File: src/rtl/softmax_result_writer_pkg.sv
// Shared widths and FSM encoding for the softmax result writer.
package softmax_result_writer_pkg;

    localparam int DEF_DATAWIDTH = 16;
    localparam int DEF_NUM       = 4;
    localparam int DEF_ADDRSIZE  = 8;

    typedef enum logic [1:0] {
        IDLE = 2'd0,
        RUN  = 2'd1,
        DONE = 2'd2
    } state_e;

endpackage

File: src/rtl/softmax_result_writer_wr_fifo.sv
// Two-entry synchronous FIFO between the softmax lanes and the RAM write port.
module softmax_wr_fifo #(
    parameter int WIDTH = 64
) (
    input  logic             clk,
    input  logic             reset,
    input  logic             push,
    input  logic             pop,
    input  logic [WIDTH-1:0] din,
    output logic [WIDTH-1:0] dout,
    output logic [1:0]       count
);

    logic [WIDTH-1:0] slot_q [2];
    logic [WIDTH-1:0] slot_d [2];
    logic             rd_ptr_q, rd_ptr_d;
    logic             wr_ptr_q, wr_ptr_d;
    logic [1:0]       count_q, count_d;
    logic             do_push, do_pop;

    always_comb begin
        slot_d   = slot_q;
        rd_ptr_d = rd_ptr_q;
        wr_ptr_d = wr_ptr_q;
        do_pop   = pop && (count_q != 2'd0);
        // A full FIFO may still take a push when the head leaves in the same cycle.
        do_push  = push && ((count_q != 2'd2) || do_pop);
        if (do_push) begin
            slot_d[wr_ptr_q] = din;
            wr_ptr_d         = ~wr_ptr_q;
        end
        if (do_pop) begin
            rd_ptr_d = ~rd_ptr_q;
        end
        count_d = count_q + {1'b0, do_push} - {1'b0, do_pop};
    end

    always_ff @(posedge clk or negedge reset) begin
        if (!reset) begin
            for (int i = 0; i < 2; i++) begin
                slot_q[i] <= '0;
            end
            rd_ptr_q <= 1'b0;
            wr_ptr_q <= 1'b0;
            count_q  <= 2'd0;
        end else begin
            slot_q   <= slot_d;
            rd_ptr_q <= rd_ptr_d;
            wr_ptr_q <= wr_ptr_d;
            count_q  <= count_d;
        end
    end

    assign dout  = slot_q[rd_ptr_q];
    assign count = count_q;

endmodule

File: src/rtl/softmax_result_writer.sv
// Packs four softmax lane results per beat and writes them over an inclusive address range.
module softmax_result_writer
    import softmax_result_writer_pkg::*;
#(
    parameter int DATAWIDTH = DEF_DATAWIDTH,
    parameter int NUM       = DEF_NUM,
    parameter int ADDRSIZE  = DEF_ADDRSIZE
) (
    input  logic                     clk,
    input  logic                     reset,
    input  logic                     start,
    input  logic [ADDRSIZE-1:0]      start_addr,
    input  logic [ADDRSIZE-1:0]      end_addr,
    input  logic                     in_valid,
    output logic                     in_ready,
    input  logic [DATAWIDTH-1:0]     outp0,
    input  logic [DATAWIDTH-1:0]     outp1,
    input  logic [DATAWIDTH-1:0]     outp2,
    input  logic [DATAWIDTH-1:0]     outp3,
    output logic [ADDRSIZE-1:0]      mem_addr,
    output logic [DATAWIDTH*NUM-1:0] mem_d,
    output logic                     mem_we,
    input  logic                     mem_ready,
    output logic                     busy,
    output logic                     done,
    output logic                     overrun
);

    localparam int WORD_W = DATAWIDTH * NUM;
    localparam int CNT_W  = ADDRSIZE + 1;

    state_e              state_q, state_d;
    logic [ADDRSIZE-1:0] wr_ptr_q, wr_ptr_d;
    logic [CNT_W-1:0]    total_q, total_d;
    logic [CNT_W-1:0]    acc_cnt_q, acc_cnt_d;
    logic [CNT_W-1:0]    wr_cnt_q, wr_cnt_d;
    logic                overrun_q, overrun_d;
    logic [1:0]          fifo_count;
    logic [WORD_W-1:0]   fifo_dout;
    logic                push, pop;

    always_comb begin
        state_d   = state_q;
        wr_ptr_d  = wr_ptr_q;
        total_d   = total_q;
        acc_cnt_d = acc_cnt_q;
        wr_cnt_d  = wr_cnt_q;
        overrun_d = overrun_q;
        in_ready  = 1'b0;
        mem_we    = 1'b0;
        busy      = 1'b0;
        done      = 1'b0;
        push      = 1'b0;
        pop       = 1'b0;
        case (state_q)
            IDLE: begin
                if (in_valid) begin
                    overrun_d = 1'b1;
                end
                if (start) begin
                    // Modular difference lets the range wrap through address 0.
                    wr_ptr_d  = start_addr;
                    total_d   = {1'b0, end_addr - start_addr} + CNT_W'(1);
                    acc_cnt_d = '0;
                    wr_cnt_d  = '0;
                    overrun_d = 1'b0;
                    state_d   = RUN;
                end
            end
            RUN: begin
                busy     = 1'b1;
                in_ready = (fifo_count < 2'd2) && (acc_cnt_q < total_q);
                mem_we   = (fifo_count != 2'd0);
                push     = in_valid && in_ready;
                pop      = mem_we && mem_ready;
                if (push) begin
                    acc_cnt_d = acc_cnt_q + CNT_W'(1);
                end
                if (pop) begin
                    wr_ptr_d = wr_ptr_q + ADDRSIZE'(1);
                    wr_cnt_d = wr_cnt_q + CNT_W'(1);
                    if (wr_cnt_q + CNT_W'(1) == total_q) begin
                        state_d = DONE;
                    end
                end
            end
            DONE: begin
                done    = 1'b1;
                state_d = IDLE;
                if (in_valid) begin
                    overrun_d = 1'b1;
                end
            end
            default: state_d = IDLE;
        endcase
    end

    always_ff @(posedge clk or negedge reset) begin
        if (!reset) begin
            state_q   <= IDLE;
            wr_ptr_q  <= '0;
            total_q   <= '0;
            acc_cnt_q <= '0;
            wr_cnt_q  <= '0;
            overrun_q <= 1'b0;
        end else begin
            state_q   <= state_d;
            wr_ptr_q  <= wr_ptr_d;
            total_q   <= total_d;
            acc_cnt_q <= acc_cnt_d;
            wr_cnt_q  <= wr_cnt_d;
            overrun_q <= overrun_d;
        end
    end

    softmax_wr_fifo #(
        .WIDTH(WORD_W)
    ) u_fifo (
        .clk  (clk),
        .reset(reset),
        .push (push),
        .pop  (pop),
        .din  ({outp3, outp2, outp1, outp0}),
        .dout (fifo_dout),
        .count(fifo_count)
    );

    assign mem_addr = wr_ptr_q;
    assign mem_d    = fifo_dout;
    assign overrun  = overrun_q;

endmodule

File: config.mk
export PLATFORM = sky130hd
export DESIGN_NAME = softmax_result_writer
export DESIGN_NICKNAME = d
export VERILOG_FILES = /design/src/rtl/softmax_result_writer_pkg.sv /design/src/rtl/softmax_result_writer_wr_fifo.sv /design/src/rtl/softmax_result_writer.sv
export SDC_FILE = /design/constraint.sdc
export NUM_CORES = 1
export LEC_CHECK = 0
export BUFFER_PORTS_ARGS = -buffer_cell sky130_fd_sc_hd__buf_2
export CAP_MARGIN = 10
export CORE_MARGIN = 5
export CORE_UTILIZATION = 28
export DETAILED_ROUTE_END_ITERATION = 6
export PLACE_DENSITY = 0.53
export SYNTH_ARGS = -nofsm -noshare
export SYNTH_HDL_FRONTEND = slang
export SYNTH_SLANG_ARGS = --single-unit
export TNS_END_PERCENT = 1
File: constraint.sdc
create_clock -name clk -period 3.8 [get_ports clk]
set_input_delay 0.19 -clock clk [delete_from_list [all_inputs] [get_ports clk]]
set_output_delay 0.19 -clock clk [all_outputs]
set_load 0.1 [all_outputs]
== After elaboration in Yosys (flattened, before gate mapping) ==
Index checks and enable logic that the tools add are counted.
W data, S select, Z words.

* Memory bits (read-only): 0
* Memories kept: 0
* Bits of input ports: 85
* Latch bits: 0
* Register bits after elaboration: 170
* Logic and storage cells: 77
* Bits in writable memories: 0
* Output and inout bits: 77

* Mux-type cells: 27
* $mul: 0
* Reduce and logical (&&, ||, !) cells: 15
* Bitwise operators: 4
* Magnitude comparators: 5
* Divide/modulo/power cells: 0
* Eq/ne operators: 8
* Shift operators: 0
* Add/sub/neg operators: 7

{| class="wikitable"
|+ Operators with widths
! operator !! count
|-
| $mux W64 || 4
|-
| $bwmux W128 || 1
|-
| $demux W64 S1 || 1
|-
| $pmux W9 S2 || 2
|-
| $mux W9 || 3
|-
| $add A9 B1 Y9 const B || 2
|-
| $mux W8 || 2
|-
| $pmux W8 S2 || 1
|-
| $ne A2 B2 Y1 const B || 5
|-
| $add A8 B1 Y9 const B || 1
|-
| $eq A9 B9 Y1 || 1
|-
| $lt A9 B9 Y1 || 1
|-
| $reduce_and A3 Y1 || 3
|-
| $add A8 B1 Y8 const B || 1
|-
| $mux W1 || 8
|-
| $sub A8 B8 Y8 || 1
|-
| $logic_and A1 B1 Y1 || 6
|-
| $mux W2 || 3
|-
| $reduce_bool A2 Y1 || 3
|-
| $ge A2 B2 Y1 const B || 2
|-
| $not A1 Y2 || 2
|-
| $pmux W2 S2 || 1
|-
| $add A2 B1 Y2 || 1
|-
| $eq A2 B1 Y1 const B || 1
|-
| other kinds (9) || 10
|}

== Longest topological paths before layout ==
Gate-level depths: netlist of run 1.

* Depth after elaboration: 8
* Mapped depth: 10
* Gate-level depth less buffers: 10

== Modules after synthesis ==
Synthesis of run 1 repeated with hierarchy kept, for this count alone.

* Cell total of the unflattened synthesis: 692
* Area, all modules: 8,663.3 um2

{| class="wikitable"
|+ By module, submodules not included
! module !! times used !! area an instance (um2) !! seq. area each (um2) !! cells an instance
|-
| softmax_wr_fifo || 1 || 5,985.7 || 3,303.2 || 368
|-
| softmax_result_writer || 1 || 2,677.6 || 950.9 || 324
|}

== Least setup slack after synthesis of run 1 ==
OpenSTA, ideal clock, no wires.

* Path type: register to output
* Start point: reg total_q[6]
* End point: out in_ready
* Slack: -0.213 ns
* Required time: 3.610 ns
* Path buffers: 0
* Data arrival time: 3.823 ns
* Cell stages (with the launch flop): 7
* Cells stage by stage: dfrtp_1 -> inv_1 -> ha_1 -> a21o_1 -> a21o_1 -> a2111oi_4 -> a21boi_0

* Word-level cells in the longest chain between the ends: 3

{| class="wikitable"
|+ Ends and longest elaborated chain
! item !! RTL line !! text
|-
| from (decl) || softmax_result_writer.sv:34 || <nowiki>logic [CNT_W-1:0] total_q, total_d;</nowiki>
|-
| from (signal assigned) || softmax_result_writer.sv:109 || <nowiki>total_q <= total_d;</nowiki>
|-
| $lt A9 B9 Y1 || softmax_result_writer.sv:72 || <nowiki>in_ready = (fifo_count < 2'd2) && (acc_cnt_q < total_q);</nowiki>
|-
| $logic_and A1 B1 Y1 || softmax_result_writer.sv:72 ||
|-
| $mux W1 || softmax_result_writer.sv:55 || <nowiki>case (state_q)</nowiki>
|-
| to (decl) || softmax_result_writer.sv:15 || <nowiki>output logic in_ready,</nowiki>
|}

Every way passes these cells.

== Final worst setup path of run 1 ==
* Start point: reg total_q[6]
* End point: reg u_fifo.slot_q[123] (netlist name)

* Word-level cells in the longest chain between the ends: 5

{| class="wikitable"
|+ Ends and longest elaborated chain
! item !! RTL line !! text
|-
| $lt A9 B9 Y1 || softmax_result_writer.sv:72 ||
|-
| $logic_and A1 B1 Y1 || softmax_result_writer.sv:72 ||
|-
| $logic_and A1 B1 Y1 || softmax_result_writer.sv:74 || <nowiki>push = in_valid && in_ready;</nowiki>
|-
| $mux W1 || softmax_result_writer.sv:55 ||
|-
| $logic_and A1 B1 Y1 || softmax_result_writer_wr_fifo.sv:27 || <nowiki>do_push = push && ((count_q != 2'd2) || do_pop);</nowiki>
|-
| to (signal assigned) || softmax_result_writer_wr_fifo.sv:47 || <nowiki>slot_q <= slot_d;</nowiki>
|-
| to (decl) || softmax_result_writer_wr_fifo.sv:14 || <nowiki>logic [WIDTH-1:0] slot_q [2];</nowiki>
|}

Every way passes these cells.
A chain may end at the register's enable or synchronous reset.

==> metrics.md, run 1 <==
| Metric | Value |
|---|---|
| Vias per cell | 4.55 |
| Setup-failing EPs final | 0 |
| Synth Instances | 683 |
| Worst-Skew Late Latency | 430 ps |
| Worst Path Required | 4110 ps |
| CTS tree | yes |
| Final Wtd Congestion | 0.772 |
| Commonest non-fill, non-tap cell in the layout | mux2_2 |
| Drt pass-1 iters | 4 |
| Initial antenna violation count | 1 |
| CP startpoint kind | flop |
| RSZ-0062 raised after global routing | false |
| CTS root buf | clkbuf_16 |
| Minimum clock period after layout | 3150 ps |
| Flops & latches, synth | 170 |
| Htree depth | 4 |
| Adder-Cell Fraction of Synth Area | 0.0321 |
| Yosys warns | 0 |
| Fmax | 0.318 GHz |
| Placed cell areas | 9690 sq um |
| Mux contribution to synthesized area | 0.269 |
| Most frequent cells in the layout | mux2_2, dfrtp_1, buf_2 |
| Total wire length | 20100 microns |
| First-pass GRT wire length | 33100 microns |
| Synth top area cells | dfrtp_1, mux2_2, ha_1 |
| Outcome | completed |
| Post-cts resize count | 0 |
| CTS Buffer Depth | 2 |
| Primary FF master, synth | dfrtp_1 |
| Die height | 183 microns |
| Clock sinks | 170 |
| Max Cap Viol | 0 |
| Syn nets | 789 |
| DP HPWL | 13600 microns |
| Fraction of layout cells with a size suffix above 1 | 0.431 |
| Core Area | 29600 sq um |
| Final #Nets | 1008 |
| CP Capture Type | flop |
| Worst setup path class | flop to flop |
| Syn Area/Cell | 12.3 sq um |
| Post-synthesis compound-gate area fraction | 0.0706 |
| Port-buffer cells | 161 |
| 1st-iter DRT viols | 205 |
| CTS Buf Count | 17 |
| Synth cell types | 53 |
| Std cell rows | 63 |
| Gr ovfl total | 0 |
| Min-delay worst type | primary input to flop |
| Post-synthesis simple-gate area fraction | 0.0670 |
| Antenna Cells | 0 |
| Largest family of logic cells by synthesized area | multiplexers |
| Setup TNS | 0 ps |
| Sequential share of the synthesized area | 0.505 |
| Worst Path Max Fanout | 64 |
| Final Skew | 17.3 ps |
| Critical path arrival | 3460 ps |
| Full die area | 33700 sq um |
| Actual slew at the worst max-slew pin | 1010 ps |
| Mapped cell area | 8420 sq um |
| Layout area overhead | 29.7% |
| Via count | 5940 |
| Top-area cell type share of the netlist area | 0.505 |
| Vias in the first global route | 6297 |
| Largest net degree at the start of global routing | 109 |
| XOR/XNOR Fraction of Synth Area | 0.0270 |
| Post-synth EDFFs | 0 |
| Starting density of the core | 0.284 |
| Slew HR | 0.327 |
| WL per Instance | 15.4 microns |
| Final period util | 0.829 |
| Final Instance Area | 10900 sq um |
| Die width | 183 microns |
| Ports | 162 |
| Final ANT Viol Nets | 0 |
| Final hold slack | 23.1 ps |
| Top cell type by total area after synthesis | dfrtp_1 |
| Residual DRC count | 0 |
| Clk pin slew, worst setup/hold paths | 70 ps |
| Final Hold Vio Count | 0 |
| Slew Viols, Final | 0 |
| All-Layer GR Usage | 0.120 |
| Asr flop ratio synth | 1.00 |
-- worst paths after layout --
path	start	endpoint	slack [ps]	cells after the start
worst max-delay path	total_q[6]	u_fifo.slot_q[123]	650	9
worst min-delay path	outp3[6]	u_fifo.slot_q[118]	20	2
worst max register to register	total_q[6]	u_fifo.slot_q[123]	650	9
worst min register to register	state_q[1]	state_q[0]	490	1
max in group asynchronous	reset	u_fifo.slot_q[118]	2480	3
min in group asynchronous	reset	u_fifo.slot_q[7]	450	2
-- worst max-delay path, cell delays in order (launching register included) --
cell,delay [ps]
dfrtp_1,360
inv_1,70
ha_1,310
a21o_1,160
a21o_1,200
a2111oi_4,670
nand2_2,180
a211oi_4,280
buf_12,340
mux2_2,390
-- flip-flops by register name, indices dropped and copies added, names as in the netlist --
register and cells:
wr_cnt_q 9, acc_cnt_q 9, overrun 1, u_fifo.count 2
u_fifo.slot_q 128, total_q 9, state_q 2, mem_addr 8
u_fifo.wr_ptr_q 1, u_fifo.rd_ptr_q 1
-- cell type report --
class	instances	area (sq um)
flip-flops and latches	170	4260
inverters	22	82.6
clock buffers	17	425
clock inverters	15	215
fillers	2913	18700
repair buffers	230	1530
well taps	390	488
multi-input cells	461	3930
-- kinds of logic (layout without fill, tap and decap cells) --
family,after synthesis,count (layout)
AOI/OAI and AO/OA,92,92
xor gates and xnor gates,26,26
adders and majority gates,21,21
buffers and inverters,52,284
DFF,170,170
muxes,202,202
and+or+nand+nor,120,120
-- cells in the mapped netlist (2+ instances only) --
cell and instances:
o211ai_1 2, nor2_1 22, o21ai_0 27, o22ai_1 4, o31ai_1 3, dfrtp_1 170, clkbuf_1 16, nand2_1 45
nand3_1 15, mux2_1 8, inv_1 20, buf_2 7, a21o_1 6, a31oi_1 3, clkinv_1 2, a211oi_1 4
and3_1 8, nor2b_1 3, a21oi_1 27, mux2i_1 9, xnor2_1 16, and2_1 3, mux2_2 185, nand4_1 5
nor3_1 4, buf_6 6, ha_1 20, xor2_1 10, nand2b_1 9
-- stage by stage --
stage / util / worst slack, ps / instances
floorplan: - / 509 / 683
detailed placement: 0.327 / 674 / 1214
global placement: 0.327 / 737 / 1214
CTS: 0.368 / 653 / 1305
global route: 0.368 / 492 / 1305
finish: 0.368 / 652 / 1305
-- per-layer routing --
| metal | share of wire | up-vias | global-route usage |
|---|---|---|---|
| met4 | 0.0099 | 2 | 0.0286 |
| met1 | 0.48 | 2904 | 0.168 |
| met3 | 0.048 | 16 | 0.0231 |
| met2 | 0.46 | 133 | 0.194 |
| li1 | - | 2885 | - |
| met5 | 0.00035 | - | 0 |
-- what timing repair did --
item                                    in CTS  in global routing
hold endpoints to repair                   214                  0
setup buffers                                0                  0
endpoints found under the setup margin       0                  0
hold buffers                                59                  0
Power of run 1 is left out: the tool's default activity adds up to more than one toggle a clock period on the data nets, which glitch-free logic cannot reach.
==> run 2, diff against run 1 <==
- PLACE_DENSITY: 0.53 -> 0.55
- clock period: 3.8 -> 2.84 ns (I/O delays scaled with it)
==> metrics.md, run 2 (synthesis results as in run 1) <==
| Metric | Value |
|---|---|
| Outcome | completed (unchanged) |
| Commonest non-fill, non-tap cell in the layout | mux2_2 (unchanged) |
| Clk pin slew, worst setup/hold paths | 70 ps (about the same) |
| Core Area | 29600 sq um (unchanged) |
| Minimum clock period after layout | 2740 ps (was 3150 ps) |
| Slew HR | 0.558 (was 0.327) |
| Worst-Skew Late Latency | 420 ps (was 430 ps) |
| CP Capture Type | flop (unchanged) |
| 1st-iter DRT viols | 250 (was 205) |
| Final #Nets | 1039 (was 1008) |
| Fraction of layout cells with a size suffix above 1 | 0.440 (was 0.431) |
| Met3 routed WL | 1060 microns (was 963 microns) |
| Full die area | 33700 sq um (unchanged) |
| Actual slew at the worst max-slew pin | 663 ps (was 1010 ps) |
| Routed metal-1 wire length | 9810 microns (was 9690 microns) |
| Final Wtd Congestion | 0.799 (was 0.772) |
| Drt pass-1 iters | 4 (unchanged) |
| Worst stage delay on the critical path | 390 ps (was 670 ps) |
| Setup-failing EPs final | 0 (unchanged) |
| Max reg flops | 128 (unchanged) |
| Fmax | 0.365 GHz (was 0.318 GHz) |
| Via count | 6077 (was 5940) |
| WHS Path Cells | 3 (was 2) |
| Min-delay worst type | primary input to flop (unchanged) |
| Final Hold Vio Count | 0 (unchanged) |
| Htree depth | 4 (unchanged) |
| Gr ovfl total | 0 (unchanged) |
| Largest register by flop count | u_fifo.slot_q (unchanged) |
| Reg2reg start | total_q[6] (unchanged) |
| Antenna Cells | 0 (unchanged) |
| Starting density of the core | 0.284 (unchanged) |
| RSZ-0062 raised after global routing | true (was false) |
| Layout area overhead | 33.5% (was 29.7%) |
| Critical path arrival | 3040 ps (was 3460 ps) |
| DP HPWL | 14300 microns (was 13600 microns) |
| Die height | 183 microns (unchanged) |
| Crit path cell chain | inv_1, ha_1, a21o_1, a21o_1, a2111oi_4, nand2_2, a211oi_4, buf_12, buf_12, mux2_2 (was inv_1, ha_1, a21o_1, a21o_1, a2111oi_4, nand2_2, a211oi_4, buf_12, mux2_2) |
| Top routing layer in use | met5 (unchanged) |
| Residual DRC count | 0 (unchanged) |
| WL per Instance | 15.1 microns (was 15.4 microns) |
| CP startpoint kind | flop (unchanged) |
| Hold Crit Endpoint | mem_addr[4] (was u_fifo.slot_q[118]) |
| Initial antenna violation count | 1 (unchanged) |
| Worst Path Required | 3140 ps (was 4110 ps) |
| Final Instance Area | 11200 sq um (was 10900 sq um) |
| Std cell rows | 63 (unchanged) |
| Worst Path Max Fanout | 20 (was 64) |
| Max Cap Viol | 0 (unchanged) |
| Final ANT Viol Nets | 0 (unchanged) |
| Worst setup path class | flop to flop (unchanged) |
| Worst r2r dst | u_fifo.slot_q[119] (was u_fifo.slot_q[123]) |
| Total wire length | 20200 microns (was 20100 microns) |
| First-pass GRT wire length | 32900 microns (was 33100 microns) |
| Reg2Reg Depth | 10 (was 9) |
| Die width | 183 microns (unchanged) |
| Worst path bufs/invs | 3 (was 2) |
| Largest net degree at the start of global routing | 64 (was 109) |
| Vias per cell | 4.55 (about the same) |
| Final Skew | 14.0 ps (was 17.3 ps) |
| Final hold slack | 49.3 ps (was 23.1 ps) |
| CTS Buffer Depth | 2 (unchanged) |
| CTS root buf | clkbuf_16 (unchanged) |
| Wire length on met2 | 9120 microns (was 9220 microns) |
| Slowest cell on crit path | a2111oi_4 (unchanged) |
| Delay-heaviest family, CP | compound AO/OA/AOI/OAI gates (unchanged) |
| R2r setup slk | 100 ps (was 650 ps) |
| All-Layer GR Usage | 0.120 (about the same) |
| Final period util | 0.964 (was 0.829) |
| Placed cell areas | 9940 sq um (was 9690 sq um) |
| Most frequent cells in the layout | mux2_2, dfrtp_1, buf_2 (unchanged) |
| Ports | 162 (unchanged) |
| Vias in the first global route | 6272 (was 6297) |
| Clock sinks | 170 (unchanged) |
| Setup TNS | 0 ps (unchanged) |
| Slew Viols, Final | 0 (unchanged) |
| CTS Buf Count | 17 (unchanged) |
| Worst Hold Launch | start_addr[4] (was outp3[6]) |
| Port-buffer cells | 161 (unchanged) |
| CTS tree | yes (unchanged) |
run 2: cell types whose count changed in the layout (fill, tap and decap cells not counted), sizes merged:
| cell | before | now |
|---|---|---|
| clkinv | 8 | 7 |
| buf | 171 | 193 |
| inv | 28 | 26 |
| clkinvlp | 0 | 3 |
| clkbuf | 17 | 18 |
| bufinv | 1 | 0 |
| dlygate4sd3 | 59 | 68 |
run 2: repair_timing:
item / 4_1_cts / 5_1_grt
setup buffers: 0 / 4
endpoints found under the setup margin: 0 / 53
hold buffers: 68 / 0
endpoints found under the hold margin: 192 / 0
resized for setup: 0 / 0
run 2: layer usage:
| layer | global-route usage | vias up |
|---|---|---|
| met5 | 0 | - |
| met4 | 0.0310 | 2 |
| li1 | - | 2937 |
| met2 | 0.188 | 151 |
| met3 | 0.0295 | 19 |
| met1 | 0.166 | 2968 |
run 2: worst reg2reg max path: stages, from the launching register on:
cell and delay (ps):
dfrtp_1 370, inv_1 90, ha_1 310, a21o_1 160, a21o_1 200, a2111oi_4 390, nand2_2 140, a211oi_4 260
buf_12 180, buf_12 180, mux2_2 350
run 2: worst max path at each step:
stage / from / end / cells after the start / slack, ps
after floorplan: total_q[6] / u_fifo.slot_q[80] / 9 / -20
after global placement: total_q[6] / u_fifo.slot_q[120] / 10 / 120
after detailed placement: total_q[6] / u_fifo.slot_q[124] / 10 / 50
after CTS: total_q[6] / in_ready / 8 / 5
after global routing: total_q[6] / u_fifo.slot_q[124] / 10 / -40
final: total_q[6] / u_fifo.slot_q[119] / 10 / 100
run 2: area by class of cell:
type	count	area, sq um
clock buffers	18	429
clock inverters	14	156
fillers	2894	18400
inverters	22	82.6
multi-input cells	461	3930
flip-flops and latches	170	4260
well taps	390	488
repair buffers	261	1900
run 2: stage by stage:
stage / setup slack (ps) / std cells / util
after floorplan: -19.7 / 683 / -
after global placement: 123 / 1232 / 0.336
after detailed placement: 49.0 / 1232 / 0.336
after CTS: 5.46 / 1332 / 0.378
after global routing: -35.1 / 1336 / 0.379
final: 102 / 1336 / 0.379
Power of run 2 is left out for the same reason.
